[src/rtl/and_gate_pkg.sv]
// rtl/and_gate_pkg.sv - shared defaults for the and_gate slice
// Purpose : default operand width and rise-counter width used by and_gate
//           and its saturating counter.
// Contents: DEFAULT_WIDTH, DEFAULT_CNT_W
package and_gate_pkg;

    // Operand / result width when the instantiator does not override it.
    localparam int DEFAULT_WIDTH = 1;

    // Width of the all_q rising-edge counter.
    localparam int DEFAULT_CNT_W = 8;

endpackage : and_gate_pkg

[src/rtl/sat_counter.sv]
// rtl/sat_counter.sv - saturating up-counter with synchronous active-high reset
// Purpose : counts cycles where inc is high; sticks at all-ones instead of wrapping.
// Ports   :
//   clk   in  1      rising-edge clock
//   rst   in  1      synchronous active-high reset, clears count
//   inc   in  1      increment request for this edge
//   count out CNT_W  current count
module sat_counter
    import and_gate_pkg::*;
#(
    parameter int CNT_W = DEFAULT_CNT_W
) (
    input  logic             clk,
    input  logic             rst,
    input  logic             inc,
    output logic [CNT_W-1:0] count
);

    logic [CNT_W-1:0] count_q;
    logic [CNT_W-1:0] count_d;

    // Hold at the maximum value once reached so a long run of events never
    // reads back as a small number.
    always_comb begin
        count_d = count_q;
        if (inc && (count_q != {CNT_W{1'b1}})) begin
            count_d = count_q + CNT_W'(1);
        end
    end

    always_ff @(posedge clk) begin
        if (rst) begin
            count_q <= '0;
        end else begin
            count_q <= count_d;
        end
    end

    assign count = count_q;

endmodule : sat_counter

[src/rtl/and_gate.sv]
// rtl/and_gate.sv - bitwise AND with registered copy, all-ones flag and rise counter
// Purpose : out is the pure combinational a & b; out_q and all_q are its
//           registered copy and registered reduction-AND; rise_cnt counts
//           0->1 transitions of all_q, saturating.
// Ports   :
//   clk      in  1      rising-edge clock
//   rst      in  1      synchronous active-high reset
//   a, b     in  WIDTH  operands
//   out      out WIDTH  a & b, no clock latency
//   out_q    out WIDTH  a & b captured on the last edge
//   all_q    out 1      &(a & b) captured on the last edge
//   rise_cnt out CNT_W  number of all_q rising edges since reset
module and_gate
    import and_gate_pkg::*;
#(
    parameter int WIDTH = DEFAULT_WIDTH,
    parameter int CNT_W = DEFAULT_CNT_W
) (
    input  logic             clk,
    input  logic             rst,
    input  logic [WIDTH-1:0] a,
    input  logic [WIDTH-1:0] b,
    output logic [WIDTH-1:0] out,
    output logic [WIDTH-1:0] out_q,
    output logic             all_q,
    output logic [CNT_W-1:0] rise_cnt
);

    logic [WIDTH-1:0] out_d;
    logic             all_d;
    logic             rise;

    // Purely combinational; deliberately independent of clk and rst so it
    // keeps tracking the operands even while reset is held.
    assign out = a & b;

    always_comb begin
        out_d = out;
        all_d = &out;
        // A rise is judged against the value all_q holds now, so the first
        // edge after reset counts when the operands are already all-ones.
        rise  = ~all_q & all_d;
    end

    always_ff @(posedge clk) begin
        if (rst) begin
            out_q <= '0;
            all_q <= 1'b0;
        end else begin
            out_q <= out_d;
            all_q <= all_d;
        end
    end

    // The counter applies its own reset, which overrides rise on the same edge.
    sat_counter #(
        .CNT_W (CNT_W)
    ) u_rise_cnt (
        .clk   (clk),
        .rst   (rst),
        .inc   (rise),
        .count (rise_cnt)
    );

endmodule : and_gate

[config.mk]
export PLATFORM = sky130hd
export DESIGN_NAME = and_gate
export DESIGN_NICKNAME = d
export VERILOG_FILES = /design/src/rtl/and_gate_pkg.sv /design/src/rtl/sat_counter.sv /design/src/rtl/and_gate.sv
export SDC_FILE = /design/constraint.sdc
export NUM_CORES = 1
export LEC_CHECK = 0
export ABC_CLOCK_PERIOD_IN_PS = 2050
export CAP_MARGIN = 10
export CELL_PAD_IN_SITES_DETAIL_PLACEMENT = 0
export CELL_PAD_IN_SITES_GLOBAL_PLACEMENT = 1
export CORE_MARGIN = 1
export CORE_UTILIZATION = 34
export DETAILED_ROUTE_END_ITERATION = 8
export GPL_TIMING_DRIVEN = 0
export HOLD_SLACK_MARGIN = 0.08
export PLACE_DENSITY_LB_ADDON = 0.1
export SYNTH_ARGS = -nofsm -noshare
export SYNTH_HDL_FRONTEND = slang
export SYNTH_HIERARCHICAL = 1
export SYNTH_SLANG_ARGS = --single-unit
[constraint.sdc]
create_clock -name clk -period 2.05 [get_ports clk]
set_input_delay 0.205 -clock clk [delete_from_list [all_inputs] [get_ports clk]]
set_output_delay 0.205 -clock clk [all_outputs]
set_load 0.05 [all_outputs]
==> results of run 1 <==
through the flow:
stage	utilization	hold slack, ps	instance area [µm²]
3_5_place_dp	0.4872	515.0	641.9
6_report	0.5071	517.7	668.1
5_1_grt	0.5071	560.1	668.1
3_3_place_gp	0.4872	508.5	641.9
4_1_cts	0.5071	524.3	668.1
2_1_floorplan	-	277.1	483.0
final cells by class:
class                   count  area share
well taps                  15     0.02809
repair buffers             14      0.2097
multi-input cells          39      0.4195
inverters                   1    0.005618
flip-flops and latches      9      0.2697
plain buffers               2     0.02809
clock buffers               4     0.03933
layout by cell type (no fill, tap or decap), types with 2 or more instances in the layout:
cell             netlist  final
clkdlybuf4s50_1        0     14
dfxtp_1                9      9
a21oi_1                5      5
nand2_1                5      5
clkbuf_4               0      3
and3b_1                2      2
and4_1                 2      2
nand4_1                2      2
nor3_1                 2      2
o21bai_1               2      2
nand3_1                2      2
a211oi_1               2      2
power breakdown:
group	switching, mW	internal (mW)	leakage [nW]	total, mW
clock network	0.0659	0.0752	0.0150	0.141
registers	0.00403	0.178	0.0729	0.182
logic	0.0291	0.0227	0.159	0.0518
state kept, by name, summed over array words and instances, names as in the netlist:
signal and flops:
u_rise_cnt/count 8, all_q 1
metal layers:
layer  wire, µm  share of wire  track usage
met5          0              0            0
met4          8         0.0075       0.1552
met3         40          0.038      0.03409
met2        467           0.44       0.2131
met1        546           0.51       0.2321
logic make-up after synthesis:
| logic type | Yosys count |
|---|---|
| adder cells (fa/ha/maj) | 1 |
| buffers and inverters | 3 |
| AO/OA/AOI/OAI | 15 |
| flip-flops | 9 |
| multiplexers | 2 |
| AND/OR/NAND/NOR | 21 |
final timing paths:
kind                         end  cells past startpoint
max                          out                      3
min          u_rise_cnt/count[1]                      2
max reg2reg  u_rise_cnt/count[0]                      4
min reg2reg  u_rise_cnt/count[1]                      2
worst max-delay path: cells and delay by family:
kind | cells | cell delay, ps
buf+inv | 2 | 1260
simple gates | 1 | 140
==> flow_summary.toml, run 1 <==
[clock_tree]
ctsHoldBuffers = 0
cts_root_buf = "clkbuf_4"
cts_buffers = 3
cts_sinks = 9
clockBufferDepth = 2
cts_resized = 0
clk_latency_ps = 260
cts_tree = "built"
path_clk_slew_ps = 60
htreeDepth = 1
post_cts_buffers = 0

[timing]
fin_crit_sh = 0.8860
setup_violations = 0
rsz0062_at_grt = "no"
max_freq_mhz = 550.6
fin_tns_setup_ps = 0
drv_slew = 0
fin_crit_ps = 1816
tightestPinTransition_ps = 496.2
final-hold-violation-count = 0
clock_skew_ps = 0.3643
fin_ws_ps = 233.7
maxSlewHeadroom = 0.6682

[synth]
yosys_register_bits = 9
synth_fa_ha_area_frac = 0.02591
synth-edff-count = 0
synth-seq-area-share = 0.3731
syn_area_per_cell_um2 = 9.470
synth_flop_cell = "dfxtp_1"
synth_top_family_by_area = "simple AND/OR/NAND/NOR gates"
async_reset_ff_frac = 0
ys_warn_count = 6
synth_compound_area_frac = 0.2306
synth_top_cell_by_area = "dfxtp_1"
synthXorXnorAreaFrac = 0
synthSimpleGateAreaFrac = 0.2720
synth_area_leaders = "dfxtp_1, a21oi_1, a21boi_4, nand2_1, and3b_1"
syn_inst = 51
synth_cell_types = 28
synthesis.nets = 56
synthMuxAreaShare = 0.05181
yosys.area.top_type_share = 0.3731
netlist_area_um2 = 483.0
synth_most_common_cell = "dfxtp_1"
synthTopCellsByCount = "dfxtp_1, a21oi_1, nand2_1"

[power_and_ir_drop]
power.leakage_nw = 0.2463
power.total_mw = 0.3749
max-vdd-ir-drop_v = 0.0003375
p_per_area_nw_per_um2 = 561.1

[floorplanning]
core_um2 = 1318
row_count = 13
fp.dieArea_um2 = 1575
die_w_um = 39.69
start_util = 0.3666
io_pins = 15
die_y_um = 39.69

[routing]
wl_per_cell_um = 12.67
firstDrtPassIters = 4
dr.first_iter.drc_count = 5
ant_nets = 0
post-route-drc-count = 0
avgViaCountPerCell = 5.440
routed_wl_mm = 1.064
vias = 457

[setup_path]
critPathMaxFanout = 3
crit_required_ps = 1850
path_class = "in2out"
cp-start-kind = "input pin"
crit_path_frequent_cell = "clkdlybuf4s50_1"
critPathArrivalTime_ps = 1610
r2r_start = "u_rise_cnt/count[0]"
cp-end-kind = "primary output"
crit_start = "a"
crit_path_max_incr_delay_ps = 780
cpMaxStageDelayCell = "clkdlybuf4s50_1"
rrSetupSlack_ps = 610
path_cells = "clkdlybuf4s50_1 -> and2_2 -> clkdlybuf4s50_1"

[global_route]
grt_pass1_wl_mm = 1.711
grt_pass1_vias = 384
grt_max_degree = 10
grtUsageTotal = 0.1696
grt_overflow = 0
antenna_found_initial = 0

[finish]
multi_input_area_um2 = 280.3
final_cells = 84
ff_latch_area_um2 = 180.2
area_growth_pct = 38.34
diodes = 0
drive_gt1_frac = 0.1594
fillers = 135
nets = 75

[placement]
dpl.hpwl_um = 749.6
place_ws_ps = 231.5
gp_congestion = 0.7058
io_buffers = 14
dp.cells = 80

[flow_run]
max-cap-violations = 0

[status]
status = "complete, no violations"

[worst_hold_path]
hold_path.startpoint = "u_rise_cnt/count[1]"
holdCritPathClass = "reg2reg"
No activity file was read; power rests on OpenSTA's default activity.
==> run 2: changes to the inputs <==
--- a/config.mk
+++ b/config.mk
@@ -11,6 +11,7 @@
 export CELL_PAD_IN_SITES_GLOBAL_PLACEMENT = 1
 export CORE_MARGIN = 1
 export CORE_UTILIZATION = 34
+export CTS_BUF_LIST = sky130_fd_sc_hd__clkbuf_16
 export DETAILED_ROUTE_END_ITERATION = 8
 export GPL_TIMING_DRIVEN = 0
 export HOLD_SLACK_MARGIN = 0.08
==> run 2 against run 1 <==
Compared with the run above: routed wire length is 1.5% lower; critical path depth unchanged; global-route usage increased by 0.35 points; combinational power hardly changed; largest cell class unchanged.
==> flow_summary.toml, run 2 (synthesis gave the netlist of run 1 again) <==
[routing]
wl_met1_um = 540
routed_wl_mm = 1.048
dr.first_iter.drc_count = 4
post-route-drc-count = 0
firstDrtPassIters = 4
wl_per_cell_um = 12.48
avgViaCountPerCell = 5.488
ant_nets = 0
vias = 461
route.met2.wl_um = 428
maxUsedRoutingLayer = "met4"
met3_length_um = 46

[placement]
gp_congestion = 0.7058
dpl-instance-area_um2 = 641.9
io_buffers = 14
dpl.hpwl_um = 749.6
place_ws_ps = 231.5

[floorplanning]
io_pins = 15
core_um2 = 1318
die_w_um = 39.69
row_count = 13
die_y_um = 39.69
start_util = 0.3666
fp.dieArea_um2 = 1575

[timing]
drv_slew = 0
setup_violations = 0
fin_tns_setup_ps = 0
fin_crit_ps = 1816
final-hold-violation-count = 0
max_freq_mhz = 550.6
clock_skew_ps = 0.5849
maxSlewHeadroom = 0.6691
fin_crit_sh = 0.8860
tightestPinTransition_ps = 494.9
fin_ws_ps = 233.6
rsz0062_at_grt = "no"

[global_route]
grtUsageTotal = 0.1731
grt_max_degree = 10
grt_overflow = 0
grt_pass1_wl_mm = 1.697
grt_pass1_vias = 377
antenna_found_initial = 0

[setup_path]
cp-end-kind = "primary output"
cpMaxStageDelayCell = "clkdlybuf4s50_1"
crit_path_frequent_cell = "clkdlybuf4s50_1"
critPathTopFamily = "buffers and inverters"
cp-start-kind = "input pin"
worst-path-buf-inv = 2
path_cells = "clkdlybuf4s50_1 -> and2_2 -> clkdlybuf4s50_1"
critPathMaxFanout = 3
crit_path_max_incr_delay_ps = 780
critPathArrivalTime_ps = 1610
crit_required_ps = 1850
path_class = "in2out"

[clock_tree]
post_cts_buffers = 0
cts_sinks = 9
clk_latency_ps = 230
cts_tree = "built"
cts_buffers = 3
htreeDepth = 1
path_clk_slew_ps = 40
cts_root_buf = "clkbuf_16"
ctsHoldBuffers = 0
clockBufferDepth = 2
cts_resized = 0

[power_and_ir_drop]
switchingPower_mw = 0.1153
internal_power_mw = 0.4564
share_seq_of_total_power = 0.321
p_per_area_nw_per_um2 = 793.2
max-vdd-ir-drop_v = 0.0006897
p_clk_frac = 0.588
power.leakage_nw = 0.2737
power_frac_comb = 0.091
sw_frac_of_total = 0.2016
power.total_mw = 0.5717

[finish]
utilization = 0.5470
fin_area_um2 = 720.7
nets = 75
largest_reg_flops = 8
layout_common_cells = "clkdlybuf4s50_1, dfxtp_1, a21oi_1, nand2_1, clkbuf_16"
drive_gt1_frac = 0.1594
mostFrequentLayoutCell = "clkdlybuf4s50_1"
diodes = 0
area_growth_pct = 49.22

[flow_run]
max-cap-violations = 0

[worst_hold_path]
holdCritPathClass = "reg2reg"

[status]
status = "complete, no violations"
==> run 2: cell count changes in the layout (fill, tap and decap cells not counted) <==
cell / delta
clkbuf_4: -3
inv_1: +1
clkbuf_16: +3
clkbuf_1: -1
==> run 2: power groups by stage <==
| stage | combinational (mW) | clock (mW) | sequential (mW) |
|---|---|---|---|
| 2_1_floorplan | 0.0219 | 0 | 0.196 |
| 3_3_place_gp | 0.0517 | 0 | 0.186 |
| 3_5_place_dp | 0.0520 | 0 | 0.186 |
| 4_1_cts | 0.0522 | 0.344 | 0.183 |
| 5_1_grt | 0.0558 | 0.353 | 0.184 |
| 6_report | 0.0521 | 0.336 | 0.183 |
==> run 2: worst reg2reg max path, cell delays in order, from the launching register on <==
cell      delay, ps
dfxtp_1         350
ha_1            270
and3_4          220
a21boi_4        170
mux2_4          310
==> run 2: area by class of cell <==
class | instances | area (µm²)
clock inverter | 1 | 3.754
timing repair buffer | 14 | 140.1
tap | 15 | 18.77
buffer | 2 | 18.77
sequential | 9 | 180.2
multi-input combinational | 39 | 280.3
clock buffer | 3 | 75.07
fill | 122 | 596.8
inverter | 1 | 3.754
==> run 2: worst paths after layout <==
kind,start,to,slack [ps],depth (start not counted)
worst max-delay path,a,out,230,3
worst min register to register,u_rise_cnt/count[1],u_rise_cnt/count[1],510,2
worst min-delay path,u_rise_cnt/count[1],u_rise_cnt/count[1],510,2
worst max register to register,u_rise_cnt/count[0],u_rise_cnt/count[0],610,4
==> run 2: metal layers <==
layer / up-vias / track usage
li1: 232 / -
met1: 212 / 0.2321
met2: 13 / 0.2131
met3: 4 / 0.05114
met4: 0 / 0.1552
met5: - / 0
==> run 2: stage by stage <==
stage	hold WS (ps)	cells
floorplan	277.1	51
global placement	508.5	80
detailed placement	515.0	80
CTS	520.4	84
global route	558.9	84
finish	514.1	84
==> run 3: changes to the inputs <==
--- a/config.mk
+++ b/config.mk
@@ -9,7 +9,6 @@
 export CAP_MARGIN = 10
 export CELL_PAD_IN_SITES_DETAIL_PLACEMENT = 0
 export CELL_PAD_IN_SITES_GLOBAL_PLACEMENT = 1
-export CORE_MARGIN = 1
 export CORE_UTILIZATION = 34
 export CTS_BUF_LIST = sky130_fd_sc_hd__clkbuf_16
 export DETAILED_ROUTE_END_ITERATION = 8
==> results of run 3 <==
No change in the layout: final DEF, timing and power equal those of run 2.
